===== config.mk =====
export PLATFORM = sky130hd
export DESIGN_NAME = ex_muldiv
export DESIGN_NICKNAME = d
export VERILOG_FILES = /design/src/rtl/ex_muldiv.sv
export SDC_FILE = /design/constraint.sdc
export NUM_CORES = 2
export LEC_CHECK = 0
export CORE_MARGIN = 5
export CORE_UTILIZATION = 35
export DETAILED_ROUTE_END_ITERATION = 16
export SYNTH_ARGS = -nofsm -noshare
export SYNTH_HDL_FRONTEND = slang
export SYNTH_SLANG_ARGS = --single-unit

===== constraint.sdc =====
create_clock -name clk -period 11.1 [get_ports clk]
set_clock_uncertainty 0.15 [all_clocks]
set_input_delay 2.22 -clock clk [delete_from_list [all_inputs] [get_ports clk]]
set_output_delay 2.22 -clock clk [all_outputs]
set_load 0.005 [all_outputs]

===== src/rtl/ex_muldiv.sv =====
// ex_muldiv: iterative multiply/divide unit (one bit per cycle) with MADD/MSUB accumulate and annul.
// Ports: clk/rst (sync, active-high); start_i/annul_i/op_i request control;
// opdata1_i/opdata2_i operands; acc_hi_i/acc_lo_i accumulator for MADD/MSUB;
// result_hi_o/result_lo_o registered result; ready_o one-cycle done pulse;
// busy_o unit occupied; stallreq_o combinational pipeline stall request.
module ex_muldiv #(
  parameter int WIDTH = 32
) (
  input  logic             clk,
  input  logic             rst,
  input  logic             start_i,
  input  logic             annul_i,
  input  logic [2:0]       op_i,
  input  logic [WIDTH-1:0] opdata1_i,
  input  logic [WIDTH-1:0] opdata2_i,
  input  logic [WIDTH-1:0] acc_hi_i,
  input  logic [WIDTH-1:0] acc_lo_i,
  output logic [WIDTH-1:0] result_hi_o,
  output logic [WIDTH-1:0] result_lo_o,
  output logic             ready_o,
  output logic             busy_o,
  output logic             stallreq_o
);
  localparam int CW = $clog2(WIDTH) + 1;
  typedef enum logic [1:0] {IDLE, BUSY, DIVZERO, DONE} state_t;
  state_t             r_state;
  logic [CW-1:0]      r_cnt;
  logic               r_div, r_mac, r_sub, r_neg, r_rneg, r_ready;
  logic [2*WIDTH-1:0] r_x, r_y, r_acc;
  logic [WIDTH-1:0]   r_m, r_hi, r_lo;
  logic               w_isdiv, w_n1, w_n2, w_ge;
  logic [WIDTH-1:0]   w_a, w_b, w_rem, w_q, w_r;
  logic [WIDTH:0]     w_top;
  logic [2*WIDTH-1:0] w_dstep, w_next, w_p, w_res;
  assign w_isdiv = op_i[2:1] == 2'b01;
  assign w_n1    = ~op_i[0] & opdata1_i[WIDTH-1];
  assign w_n2    = ~op_i[0] & opdata2_i[WIDTH-1];
  assign w_a     = w_n1 ? -opdata1_i : opdata1_i;
  assign w_b     = w_n2 ? -opdata2_i : opdata2_i;
  // Divide: r_x holds {remainder, dividend bits still to shift in}; r_y[W-1:0] holds the divisor.
  // The shifted remainder needs WIDTH+1 bits; the difference always fits WIDTH bits when taken.
  assign w_top   = r_x[2*WIDTH-1:WIDTH-1];
  assign w_ge    = w_top >= {1'b0, r_y[WIDTH-1:0]};
  assign w_rem   = w_top[WIDTH-1:0] - r_y[WIDTH-1:0];
  assign w_dstep = w_ge ? {w_rem, r_x[WIDTH-2:0], 1'b1} : {r_x[2*WIDTH-2:0], 1'b0};
  // Multiply: r_x accumulates, r_y is the left-shifting multiplicand, r_m the right-shifting multiplier.
  assign w_next  = r_div ? w_dstep : (r_m[0] ? r_x + r_y : r_x);
  assign w_q     = r_neg ? -w_next[WIDTH-1:0] : w_next[WIDTH-1:0];
  assign w_r     = r_rneg ? -w_next[2*WIDTH-1:WIDTH] : w_next[2*WIDTH-1:WIDTH];
  assign w_p     = r_neg ? -w_next : w_next;
  assign w_res   = r_div ? {w_r, w_q} : (!r_mac ? w_p : r_sub ? r_acc - w_p : r_acc + w_p);
  assign result_hi_o = r_hi;
  assign result_lo_o = r_lo;
  assign ready_o     = r_ready;
  assign busy_o      = r_state != IDLE;
  assign stallreq_o  = !rst && !annul_i &&
                       (r_state == BUSY || r_state == DIVZERO || (r_state == IDLE && start_i));
  always_ff @(posedge clk) begin
    if (rst) begin
      r_state <= IDLE;
      r_cnt   <= '0;
      r_div   <= 1'b0;
      r_mac   <= 1'b0;
      r_sub   <= 1'b0;
      r_neg   <= 1'b0;
      r_rneg  <= 1'b0;
      r_ready <= 1'b0;
      r_x     <= '0;
      r_y     <= '0;
      r_acc   <= '0;
      r_m     <= '0;
      r_hi    <= '0;
      r_lo    <= '0;
    end else begin
      r_ready <= 1'b0;
      case (r_state)
        IDLE: if (start_i && !annul_i) begin
          r_state <= (w_isdiv && opdata2_i == '0) ? DIVZERO : BUSY;
          r_cnt   <= '0;
          r_div   <= w_isdiv;
          r_mac   <= op_i[2];
          r_sub   <= op_i[1];
          r_neg   <= w_n1 ^ w_n2;
          r_rneg  <= w_n1;
          r_x     <= w_isdiv ? {{WIDTH{1'b0}}, w_a} : '0;
          r_y     <= {{WIDTH{1'b0}}, w_isdiv ? w_b : w_a};
          r_m     <= w_b;
          r_acc   <= {acc_hi_i, acc_lo_i};
        end
        BUSY: if (annul_i) r_state <= IDLE;
        else begin
          r_x   <= w_next;
          r_cnt <= r_cnt + 1'b1;
          if (!r_div) begin
            r_y <= r_y << 1;
            r_m <= r_m >> 1;
          end
          if (r_cnt == CW'(WIDTH - 1)) begin
            r_state <= DONE;
            {r_hi, r_lo} <= w_res;
            r_ready <= 1'b1;
          end
        end
        DIVZERO: if (annul_i) r_state <= IDLE;
        else begin
          r_state <= DONE;
          r_hi    <= '0;
          r_lo    <= '0;
          r_ready <= 1'b1;
        end
        default: r_state <= IDLE;
      endcase
    end
  end
endmodule


# Word-level counts from Yosys, hierarchy flattened
# Cells that the tools add are included.
[totals]
ff_bits = 302
word_cells = 102
[classes]
bitwise_logic = 4
mux = 44
n_reduce_logical = 19
magnitude_cmp = 1
addsub = 10
n_eq_ne = 10
[ops]
columns = ["cell", "n"]
rows = [
  ["$mux 64", 12],
  ["$mux 32", 14],
  ["$pmux 64 s2", 2],
  ["$pmux 32 s2", 3],
  ["$add 64x64->64", 2],
  ["$neg 32->32", 4],
  ["$neg 64->64", 1],
  ["$sub 64x64->64", 1],
  ["$ge 33x32->1", 1],
  ["$logic_not 32->1", 1],
  ["$sub 32x32->32", 1],
  ["$mux 6", 2],
  ["$pmux 6 s2", 1],
  ["$mux 2", 5],
  ["$reduce_and 4->1", 2],
  ["$add 6x1->6 const B", 1],
  ["$eq 6x5->1 const B", 1],
  ["$ne 2x2->1 const B", 3],
  ["$pmux 2 s3", 1],
  ["$reduce_bool 2->1", 3],
  ["$logic_and 1x1->1", 5],
  ["$eq 2x1->1 const B", 2],
  ["$ne 2x1->1 const B", 2],
  ["$reduce_and 2->1", 2],
  ["11 further kinds", 16],
]

# Depth between registers and ports, before layout
[depth]
word_depth = 12
depth_mapped = 44

# Worst setup path before layout
# OpenSTA, ideal clock, no wires.
[synth_timing]
kind = "register to register"
start = "reg r_y[3]"
end = "reg r_hi[31], in the netlist result_hi_o[31]"
setup_time_ns = 0.062
n_path_buf = 1
path_stages_with_launch = 44
synth_period_minus_slack_ns = 10.264
arrival_time_ns = 10.053
path_slack_ns = 0.836
path_cell_list = "dfxtp_1 > inv_1 > ha_1 > a21oi_1 > nor2b_1 > o31a_2 > o21bai_4 > a2111o_1 > buf_4 > a31oi_2 > inv_1 > ha_1 > inv_1 > nor3_1 > nand2_1 > or4_1 > or3_1 > a2111oi_2 > (+8 left out) > and2_1 > a221oi_1 > o21bai_1 > a221o_1 > a21oi_1 > o211a_1 > a21oi_1 > o31ai_1 > nor3_1 > a2111oi_0 > o21ba_2 > o21ai_0 > a221o_1 > a221o_1 > a31oi_1 > xnor3_1 > or4b_1 > nand3_1"
[synth_via]
elab_chain_cells = 12
[synth_rtl]
columns = ["element", "line", "rtl"]
rows = [
  ["from (decl)", "29", "logic [2*WIDTH-1:0] r_x, r_y, r_acc;"],
  ["from (signal assigned)", "86", "r_y <= {{WIDTH{1'b0}}, w_isdiv ? w_b : w_a};"],
  ["from (signal assigned)", "95", "r_y <= r_y << 1;"],
  ["$add 64x64->64, or another cell as far along", "47", "assign w_next = r_div ? w_dstep : (r_m[0] ? r_x + r_y : r_x);"],
  ["$mux 64 (on tied branches)", "47, 45", ""],
  ["$mux 64 (*)", "47", ""],
  ["$neg 64->64", "50", "assign w_p = r_neg ? -w_next : w_next;"],
  ["$mux 64", "50", ""],
  ["$add 64x64->64 or $sub 64x64->64 (tied branches)", "51", "assign w_res = r_div ? {w_r, w_q} : (!r_mac ? w_p : r_sub ? r_acc - w_p : r_acc + w_p);"],
  ["$mux 64 (2 in a row)", "51", ""],
  ["$mux 64 (*)", "51", ""],
  ["$mux 32 (*)", "98", "if (r_cnt == CW'(WIDTH - 1)) begin"],
  ["$mux 32 (*)", "90", "BUSY: if (annul_i) r_state <= IDLE;"],
  ["$pmux 32 s2 (*)", "76", "case (r_state)"],
  ["to (signal assigned)", "100", "{r_hi, r_lo} <= w_res;"],
  ["to (decl)", "30", "logic [WIDTH-1:0] r_m, r_hi, r_lo;"],
]
# Mark *: on every way between the ends. The rest lies on a longest branch, timed or not. The select of a mux whose other input is x is not followed.
# A chain may end at the register's enable or synchronous reset.

# Worst setup path in the final report
[layout_timing]
start = "reg r_y[19]"
end = "reg r_hi[31], in the netlist result_hi_o[31]"
# Same word-level chain as after synthesis.

==> summary.md <==
| Metric | Value |
|---|---|
| Max Freq | `93.5 MHz` |
| Post-CTS clock slew at the launch and capture registers of the worst setup and hold paths | `0.06 ns` |
| Crit path max-delay cell type | `or4b_1` |
| Overflow after GRT | `0` |
| Half-perimeter wire length after placement | `102 mm` |
| Total power | `5150 uW` |
| Post-layout util | `41.2%` |
| Largest cells by area after synthesis | `dfxtp_1 (21%), a21oi_1 (7.9%), ha_1 (7.3%), nand2_1 (7.1%), nor2_1 (5.4%)` |
| Antenna violations before repair | `2` |
| Final standard cell count with taps included and fillers excluded | `5304` |
| Worst setup path start | `r_y[19]` |
| Headroom to the max-slew limit | `17.8%` |
| Power density of the placed cells | `153 nW/um2` |
| Remaining antenna violation count after routing | `0` |
| Via density per instance | `6.05` |
| Synthesized net count | `4402` |
| Cell type with the largest total area after synthesis | `dfxtp_1` |
| Initial standard-cell utilization of the core | `35.2%` |
| Share of post-route cells with drive strength above 1 | `7.02%` |
| Placed cells | `5229` |
| Relative area change from synthesis to final layout | `16.8%` |
| Worst Setup Path Type | `flip-flop to flip-flop` |
| Most frequently used flop master after synthesis | `dfxtp_1` |
| Final Hold Violating Endpoints | `0` |
| Number of unique standard cell types used by synthesis | `113` |
| Worst Path Max Fanout | `5` |
| Final count of negative-setup-slack endpoints | `0` |
| Sum of buffers and inverters on the critical path | `4` |
| Status | `completed` |
| Hold-fix buffer count after cts | `0` |
| Capture point of the worst path | `result_hi_o[31]` |
| GRT Resource Usage Total | `27.7%` |
| Fill cell count | `8640` |
| Class of the tightest hold or removal check | `flip-flop to flip-flop` |
| CTS tree | `done` |
| Worst Setup Start Kind | `flip-flop` |
| Cell at the root of the clock tree | `clkbuf_16` |
| Capturing point of the worst reg2reg path | `result_hi_o[31]` |
| Part of the cycle the worst path needs | `96.3%` |
| Type of destination of the critical path | `flip-flop` |
| Post-Synthesis Mean Instance Area | `7.05 um2` |
| Worst VDD drop | `0.0934 mV` |
| Netlist area before placement | `28900 um2` |
| Max-cap violations | `0` |
| Inserted Clock Buffers | `39` |
| Count of synthesis-stage warnings from yosys | `0` |
| Logic depth of the worst path, buffers included | `43` |
| Final Critical Period | `10.69 ns` |
| Lkg Pwr | `0.0125 uW` |
| Clock net sink count | `302` |
| Count of routing violations after the opening detailed-route iteration | `3492` |
| Remaining routing DRC violations | `0` |
| Die footprint | `88400 um2` |
| Std-Cell Core Area | `82000 um2` |
| Number of cell instances on the worst register-to-register path | `43` |
| Number of cells produced by synthesis | `4096` |
| Wirelength per Cell | `24.6 um` |
| Die width | `297 um` |
| Overall routed net length | `130 mm` |
| Data required time of the worst path | `11.47 ns` |
| Skew-Pair Late Insertion Delay | `0.59 ns` |
| Endpoint arrival time on the critical path | `11.06 ns` |
| I/O pin total | `202` |
| Worst reg2reg startpoint | `r_y[19]` |
| CTS Buffer Depth | `3` |
| Top-area cell type share of the netlist area | `20.9%` |
| Worst stage delay on the critical path | `0.55 ns` |
| Die span in y | `297 um` |
| Number of rows created at floorplan | `105` |
| Final Max Tran Viols | `0` |
| Number of port buffers | `201` |
| Post-route cell area | `33700 um2` |
| Number of levels in the clock H-tree | `2` |
| Instance area after placement | `32200 um2` |
| Net count reported at finish | `4507` |
| R2r setup slk | `0.41 ns` |
| Launch point of the worst hold path | `result_hi_o[7]` |
| Total via count after detailed routing | `32064` |
| Fin Setup TNS | `0 ns` |
| Family with the most delay on the worst path | `compound AO/OA/AOI/OAI gates` |
| Wire length of the first global-routing pass | `193 mm` |
| Proportion of synthesized chip area in sequential cells | `20.9%` |
| Global placement routability congestion | `1.03` |
| Transition at the pin with the smallest max-transition slack | `1.23 ns` |
| Vias in the first global route | `29976` |
| Proportion of register bits with asynchronous set or reset after synthesis | `0%` |
| Length of the first detailed-routing pass in iterations | `6` |
| Post-synthesis register bit count | `302` |
| Largest net degree at the start of global routing | `91` |
| Count of flip-flops with a built-in enable after synthesis | `0` |
layer usage:
metal,wire [um],up-vias,track usage (%)
met2,56200,1368,43.1
met5,13,-,0
met4,5050,2,9.33
met3,11900,259,6.60
met1,57000,15272,37.8
li1,-,15163,-
placed cells by master (no fill, tap or decap), types with 61 or more instances in the layout:
cell,instances
o21ai_0,239
buf_4,119
nor2_1,410
ha_1,167
clkdlybuf4s50_1,200
xor2_1,149
nor3_1,97
a21oi_1,454
nand3_1,114
nand2b_1,61
dfxtp_1,298
a21o_1,76
xnor2_1,172
nand2_1,544
a22oi_1,69
nand4_1,61
o211ai_1,71
a211oi_1,103
inv_1,103
cell type report:
class	count	area [um2]	area share, %
multi-input combinational	3433	21600	63.9
sequential	302	6050	17.9
timing repair buffer	320	2910	8.63
tap	1070	1340	3.97
clock buffer	53	1140	3.38
inverter	105	394	1.17
clock inverter	19	329	0.975
antenna	2	5.00	0.0148
worst min path at each step:
stage                       to  slack, ns  depth (start not counted)
3_5_place_dp    result_hi_o[7]       0.29                          2
4_1_cts         result_hi_o[7]       0.30                          2
5_1_grt                 r_m[8]       0.31                          2
6_report        result_hi_o[7]       0.29                          2
2_1_floorplan          r_m[12]       0.28                          2
3_3_place_gp   result_hi_o[15]       0.28                          2
metrics by stage:
step	hold WS [ns]	setup slack [ns]
6_report	0.291	0.408
3_3_place_gp	0.282	0.339
2_1_floorplan	0.277	0.836
3_5_place_dp	0.287	0.00123
4_1_cts	0.297	0.0873
5_1_grt	0.306	-0.0159
repair_timing:
| item | in CTS | in global routing |
|---|---|---|
| buffers inserted | 0 | 1 |
| gates resized for setup | 1 | 9 |
| endpoints found under the hold margin | 0 | 0 |
| cloned | 0 | 0 |
| setup endpoints to repair | 1 | 5 |
| pin swaps | 0 | 5 |
cell usage after synthesis (26+ instances only):
| cell type | instances |
|---|---|
| dfxtp_1 | 302 |
| o211ai_1 | 71 |
| mux2i_1 | 33 |
| inv_1 | 103 |
| a21oi_1 | 457 |
| or3_1 | 37 |
| o21a_1 | 34 |
| nand4_1 | 61 |
| o21ai_0 | 239 |
| nor3_1 | 99 |
| a22oi_1 | 69 |
| a21o_1 | 77 |
| nor4_1 | 26 |
| clkbuf_1 | 215 |
| o31ai_1 | 37 |
| nand2_1 | 544 |
| nand2b_1 | 61 |
| nor2_1 | 414 |
| a221oi_1 | 26 |
| ha_1 | 168 |
| a31oi_1 | 48 |
| xnor2_1 | 172 |
| nand3_1 | 114 |
| xor2_1 | 149 |
| a211oi_1 | 104 |
worst register-to-register path: cells and delay by family, from the launching register on:
kind	cells	cell delay (ns)
AO/OA/AOI/OAI	19	4.33
XOR/XNOR	2	0.53
adder cells (fa/ha/maj)	3	0.85
buffers and inverters	4	0.44
flip-flops	1	0.37
AND/OR/NAND/NOR	15	3.96
power by group:
group | switching, uW | internal (uW) | total (uW)
Sequential | 71.3 | 1150 | 1220
Clock | 567 | 911 | 1480
Combinational | 1610 | 843 | 2450
Total | 2250 | 2910 | 5150
logic make-up after synthesis:
group           Yosys count  share of synthesized area [%]
simple gates           1519                           24.5
compound gates         1383                           31.0
buf+inv                 361                           4.87
xor+xnor                323                           9.87
flops                   302                           20.9
fa+ha+maj               171                           7.48
mux                      37                           1.30
flip-flops by register name, summed over array words and instances, names as in the netlist:
| register | count |
|---|---|
| r_m | 32 |
| r_mac | 1 |
| result_lo_o | 32 |
| r_sub | 1 |
| r_div | 1 |
| result_hi_o | 32 |
| r_rneg | 1 |
| ready_o | 1 |
| r_state | 2 |
| r_x | 64 |
| r_cnt | 6 |
| r_y | 64 |
| r_acc | 64 |
| r_neg | 1 |
No activity file was read; power rests on OpenSTA's default activity.
